==> src/rtl/gpi_bank_debounce.sv <==
// GPI bank back-end: IE gating, per-channel synchroniser, programmable debounce,
// edge pulses and sticky write-1-to-clear edge status with a combined interrupt.
module gpi_bank_debounce #(
    parameter int NCH         = 8,
    parameter int SYNC_STAGES = 2,
    parameter int CNT_W       = 8
) (
    input  logic             CLK_I,
    input  logic             RSTN_I,
    input  logic [NCH-1:0]   PAD_DI_I,
    input  logic [NCH-1:0]   IE_I,
    input  logic [CNT_W-1:0] FILT_LEN_I,
    input  logic [NCH-1:0]   IRQ_RISE_EN_I,
    input  logic [NCH-1:0]   IRQ_FALL_EN_I,
    input  logic [NCH-1:0]   IRQ_CLR_I,
    output logic [NCH-1:0]   DI_O,
    output logic [NCH-1:0]   RISE_O,
    output logic [NCH-1:0]   FALL_O,
    output logic [NCH-1:0]   STAT_O,
    output logic             IRQ_O
);

    logic [SYNC_STAGES-1:0][NCH-1:0] r_sync;
    logic [NCH-1:0][CNT_W-1:0]       r_cnt;
    logic [NCH-1:0]                  r_di;
    logic [NCH-1:0]                  r_rise;
    logic [NCH-1:0]                  r_fall;
    logic [NCH-1:0]                  r_stat;

    logic [NCH-1:0] w_gin;
    logic [NCH-1:0] w_sync;
    logic [NCH-1:0] w_diff;
    logic [NCH-1:0] w_accept;
    logic [NCH-1:0] w_set;

    // Gating ahead of the synchroniser, so dropping IE is debounced like a real fall.
    assign w_gin  = PAD_DI_I & IE_I;
    assign w_sync = r_sync[SYNC_STAGES-1];

    always_ff @(posedge CLK_I) begin
        if (!RSTN_I) begin
            r_sync <= '0;
        end else begin
            r_sync <= {r_sync[SYNC_STAGES-2:0], w_gin};
        end
    end

    // The >= compare accepts at once if the length is lowered below a running count.
    always_comb begin
        w_diff   = '0;
        w_accept = '0;
        for (int i = 0; i < NCH; i++) begin
            w_diff[i]   = w_sync[i] ^ r_di[i];
            w_accept[i] = w_diff[i] && (r_cnt[i] >= FILT_LEN_I);
        end
    end

    always_ff @(posedge CLK_I) begin
        if (!RSTN_I) begin
            r_cnt <= '0;
        end else begin
            for (int i = 0; i < NCH; i++) begin
                if (!w_diff[i] || w_accept[i]) begin
                    r_cnt[i] <= '0;
                end else begin
                    r_cnt[i] <= r_cnt[i] + CNT_W'(1);
                end
            end
        end
    end

    always_ff @(posedge CLK_I) begin
        if (!RSTN_I) begin
            r_di   <= '0;
            r_rise <= '0;
            r_fall <= '0;
        end else begin
            r_di   <= r_di ^ w_accept;
            r_rise <= w_accept & w_sync;
            r_fall <= w_accept & ~w_sync;
        end
    end

    // A new edge event wins over a simultaneous clear.
    assign w_set = (r_rise & IRQ_RISE_EN_I) | (r_fall & IRQ_FALL_EN_I);

    always_ff @(posedge CLK_I) begin
        if (!RSTN_I) begin
            r_stat <= '0;
        end else begin
            r_stat <= w_set | (r_stat & ~IRQ_CLR_I);
        end
    end

    assign DI_O   = r_di;
    assign RISE_O = r_rise;
    assign FALL_O = r_fall;
    assign STAT_O = r_stat;
    assign IRQ_O  = |r_stat;

endmodule

==> config.mk <==
export PLATFORM = sky130hd
export DESIGN_NAME = gpi_bank_debounce
export DESIGN_NICKNAME = d
export VERILOG_FILES = /design/src/rtl/gpi_bank_debounce.sv
export SDC_FILE = /design/constraint.sdc
export NUM_CORES = 1
export LEC_CHECK = 0
export ABC_AREA = 1
export ABC_CLOCK_PERIOD_IN_PS = 2400
export CELL_PAD_IN_SITES_DETAIL_PLACEMENT = 1
export CELL_PAD_IN_SITES_GLOBAL_PLACEMENT = 2
export CORE_MARGIN = 2
export CORE_UTILIZATION = 30
export DETAILED_ROUTE_END_ITERATION = 10
export PLACE_DENSITY_LB_ADDON = 0.1
export SLEW_MARGIN = 20
export SYNTH_ARGS = -nofsm -noshare
export SYNTH_HDL_FRONTEND = slang
export SYNTH_SLANG_ARGS = --single-unit
==> constraint.sdc <==
create_clock -name CLK_I -period 2.4 [get_ports CLK_I]
set_input_delay 0.6 -clock CLK_I [delete_from_list [all_inputs] [get_ports CLK_I]]
set_output_delay 0.6 -clock CLK_I [all_outputs]
set_load 0.02 [all_outputs]
Word level (Yosys, flattened, before mapping)
Index checks and enable logic that the tools add are counted.

Flip-flop bits (word level): 112. Input bits: 50. Output and inout bits: 33.

Add/sub/neg operators: 8. $lt $le $gt $ge: 8. Bitwise gates (word level): 20. Reduce and logical (&&, ||, !) cells: 33.

Operator list (number): $add A8 B1 Y8 const B (8); $ge A8 B8 Y1 (8); $and A8 B8 Y8 (6); $not A8 Y8 (2); $or A8 B8 Y8 (2); $reduce_or A2 Y1 (8); $logic_and A1 B1 Y1 (8); $logic_not A1 Y1 (8); $logic_or A1 B1 Y1 (8); $reduce_or A8 Y1 (1); $xor A1 B1 Y1 (8); $xor A8 B8 Y8 (1); $not A1 Y1 (1).

Longest topological paths before layout
Word-level depth: 4. Mapped depth: 12.

Least setup slack after synthesis
Ideal clock, no wire load.

Path kind: input -> register. From: input port FILT_LEN_I[7]. To: register r_cnt[48] (netlist name). Data arrival time: 1727 ps. Path slack: 602 ps. Stages on the path: 6. Path through: inv_1 ha_1 a21o_1 nor2_1 nand4_1 nor2_1.

Word-level cells in the longest chain between the ends: 4.

Ends and longest elaborated chain: start: declaration (RTL line 12) `input logic [CNT_W-1:0] FILT_LEN_I,`; $ge A8 B8 Y1 (RTL line 54) `w_accept[i] = w_diff[i] && (r_cnt[i] >= FILT_LEN_I);`; $logic_and A1 B1 Y1 (RTL line 54); $logic_or A1 B1 Y1 (RTL line 63) `if (!w_diff[i] || w_accept[i]) begin`; $reduce_or A2 Y1 (no source line); end signal: indexed assignment (RTL line 66) `r_cnt[i] <= r_cnt[i] + CNT_W'(1);`; end: declaration (RTL line 24) `logic [NCH-1:0][CNT_W-1:0] r_cnt;`.

Every way passes these cells. A chain may end at the register's enable or synchronous reset.

Worst setup path in the final report
From: register r_stat[6] (netlist: STAT_O[6]). To: output port IRQ_O.

Word-level cells in the longest chain between the ends: 1.

Ends and longest elaborated chain: start: declaration (RTL line 28) `logic [NCH-1:0] r_stat;`; start signal: assignment (RTL line 91) `r_stat <= w_set | (r_stat & ~IRQ_CLR_I);`; $reduce_or A8 Y1 (RTL line 99) `assign IRQ_O = |r_stat;`; end: declaration (RTL line 20) `output logic IRQ_O`.

Every way passes these cells.

==> summary.txt <==
Finish
  • Nets: approximately 990
  • Fraction of layout cells with a size suffix above 1: 0.06897
  • Fin util: 0.3968
  • Filler cells: 2297
  • Antenna Cells: 0
  • Area delta synth->final: 29.87%

Yosys
  • Yosys warnings: 0
  • Post-Synth XOR/XNOR Area: 0.07226
  • Synth Flop Type: dfxtp_1
  • Synth top area share: 0.3936
  • Commonest cells in the netlist: nand2_1 (163), nor2_1 (131), dfxtp_1 (112)
  • Post-synth EDFFs: 0
  • Syn nets: around 860
  • Synthesized area per cell: about 7.7 sq um
  • Synth area leaders: dfxtp_1 (39%), ha_1 (16%), nand2_1 (11%), nor2_1 (8.6%), inv_1 (6.5%)
  • Synthesized cell area: roughly 5700 sq um
  • Synth Area in Compound Gates: 0.05601
  • Area share of and/or/nand/nor cells after synthesis: 0.2502
  • Async set-reset flop share out of synthesis: 0
  • Yosys top cell by area: dfxtp_1
  • Largest family of logic cells by synthesized area: simple AND/OR/NAND/NOR gates
  • Synth Area in Adders: 0.1581
  • #FFs+latches synth: 112
  • Syn Inst Count: ~740
  • Distinct cell type count after synthesis: 27
  • Mux share of post-synthesis cell area: 0
  • Register area share after synthesis: 0.3936
  • Most common cell in the netlist: nand2_1

Flow run
  • # Max-Cap Violations: 0

Clocking
  • H-tree depth: 3
  • CTS tree: yes
  • Clock slew at reported path FFs: ~0.07 ns
  • Postcts setup bufs: 0
  • Clock tree buffer depth: 2
  • Root buffer cell: clkbuf_16
  • TritonCTS Buffers: 9
  • Clk sinks: approximately 110
  • Hold-fix buffers at CTS: 0
  • CTS resizes: 2
  • Clock Latency Late Sink: 0.36 ns

GRT
  • Largest net degree at the start of global routing: 23
  • Grt total ovfl: 0
  • Initial antenna violation count: 0
  • First-pass GRT wire length: approximately 25000 um
  • Number of global-route vias before repair: about 5000
  • GRT Resource Usage Total: 0.1578

Worst setup path
  • Critical-path top delay cell: dfxtp_1
  • Worst endpoint data arrival time: approximately 1.6 ns
  • Worst path cell trace: nor4_2 > buf_4 > nand2_1 > dlygate4sd2_1
  • Worst Path Max Fanout: 3
  • CP endpoint kind: output port
  • Required time of the critical path: between 1.5 and 2 ns
  • CP bufs+invs: 2
  • CP startpoint kind: flop
  • Top Family by Delay on Critical Path: buffers and inverters
  • CP max stage delay: approximately 0.34 ns
  • Setup CP Type: flop to output port

Drt
  • Drt first pass iters: 4
  • Final wirelength: between 15000 and 20000 um
  • Remaining DRCs: 0
  • Antenna viol nets, final: 0
  • Iter 0 DRT Violations: slightly below 90
  • Routed len/inst: ~14 um
  • DR vias/cell: about 4.5
  • Met3 wire len: between 400 and 500 um
  • M1 WL: between 7000 and 8000 um
  • DR WL met2: ~7300 um
  • Vias: 4923
  • DR top layer: met4

STA
  • Fin. max-slew vios: 0
  • RSZ-0062 raised after global routing: false
  • Worst slew pin tran: about 0.47 ns
  • Setup violators final: 0
  • Final min period: about 2.2 ns
  • Worst Skew: 0.006227 ns
  • Final Hold Fails: 0
  • Setup ws final: ~0.25 ns
  • Slew HR: 0.6843
  • Max Clk Rate: around 460 MHz
  • Fin crit share: 0.8968

Run status
  • Status: finished, final reports clean

Worst hold path
  • Min-delay worst type: flop to flop

Pwr
  • Pwr Density: approximately 500 nW/um^2
  • IR Drop Worst-Case VDD: between 0.3 and 0.4 mV
  • Cell leakage power: around 0.0033 uW

Floorplanning
  • Die height: about 140 um
  • I/O pins: 83
  • Row Count: 50
  • Initial Util: 0.3056
  • Core footprint: 18640 sq um
  • Die Width: approximately 140 um
  • Die footprint: 20110 sq um

Placement
  • Port bufs: between 80 and 90
  • Setup WS pre-CTS: -0.1681 ns
  • Dpl hpwl: about 12000 um
  • Final RePlAce weighted congestion: 0.7642
==> metrics by stage <==
| stage | total power [uW] | hold WS (ns) | cell area, sq um | TNS, ns | instances |
|---|---|---|---|---|---|
| after floorplan | 2047 | 0.3905 | 5697 | 0 | 742 |
| after global placement | 2212 | 0.3962 | 7093 | -4.738 | 1088 |
| after detailed placement | 2223 | 0.4026 | 7093 | -7.653 | 1088 |
| after CTS | 3799 | 0.4122 | 7398 | 0 | 1104 |
| after global routing | 3928 | 0.4423 | 7398 | 0 | 1104 |
| final | 3721 | 0.4172 | 7398 | 0 | 1104 |
==> per-layer routing <==
metal  GRT usage  up-vias
met2      0.2726       60
li1            -     2581
met4     0.04211        0
met5           0        -
met3     0.03274       11
met1      0.2003     2271
==> power by group <==
group          internal [uW]  switching, uW  total (uW)
sequential              1870           10.4        1880
clock                    842            706        1550
combinational            150            142         292
==> final cells by class <==
cell class	count	area (sq um)	area share
Clock buffer	12	246.5	0.03332
Multi-Input combinational cell	526	3063	0.4140
Sequential cell	112	2242	0.3031
Clock inverter	4	53.80	0.007272
Timing Repair Buffer	116	1125	0.1520
Tap cell	234	292.8	0.03957
Inverter	100	375.4	0.05074
==> worst reg2reg max path, cell delays in order (launching register included) <==
cell	delay, ns
dfxtp_1	0.39
inv_1	0.10
ha_1	0.29
nand2_1	0.07
nor2_1	0.04
nor2_1	0.10
nand2_1	0.07
nand2_1	0.14
nand4_2	0.23
nor2_1	0.16
==> state kept, by name (all words and copies together), names as in the netlist, named ones only <==
register / cells
STAT_O: 8
RISE_O: 8
w_sync: 8
r_sync: 8
FALL_O: 8
r_cnt: 64
==> worst paths after layout <==
kind | from | to | slack (ns) | cells past startpoint
worst min-delay path | r_sync[2]$_SDFF_PN0_ | w_sync[2]$_SDFF_PN0_ | 0.42 | 2
worst min register to register | r_sync[2]$_SDFF_PN0_ | w_sync[2]$_SDFF_PN0_ | 0.42 | 2
worst max-delay path | STAT_O[6]$_SDFF_PN0_ | IRQ_O | 0.25 | 4
worst max register to register | r_cnt[56]$_SDFF_PP0_ | r_cnt[61]$_SDFF_PP0_ | 0.78 | 9
==> kinds of logic (layout without fill, tap and decap cells) <==
group,Yosys count,in the layout
buffers and inverters,104,232
flip-flops,112,112
AND/OR/NAND/NOR,353,353
XOR/XNOR,47,47
AO/OA/AOI/OAI,54,54
adder cells (fa/ha/maj),72,72
==> cell usage in the layout (no fill, tap or decap), types with 2 or more instances in the layout <==
cell             instances
a21o_1                   2
a21oi_1                 25
a31oi_1                  8
and2_1                   2
buf_12                   4
buf_4                   30
clkbuf_1                 2
clkbuf_16                9
clkdlybuf4s50_1         81
clkinvlp_4               2
dfxtp_1                112
ha_1                    72
inv_1                   98
inv_2                    2
nand2_1                163
nand2_2                  5
nand3_1                 35
nand4_1                  3
nor2_1                 131
nor3_1                   8
o21a_1                   6
o21ai_0                  4
o21ai_1                  2
o21bai_1                 6
or2_2                    2
xnor2_1                 26
xor2_1                  21
Power figures use the tool's default switching activity.
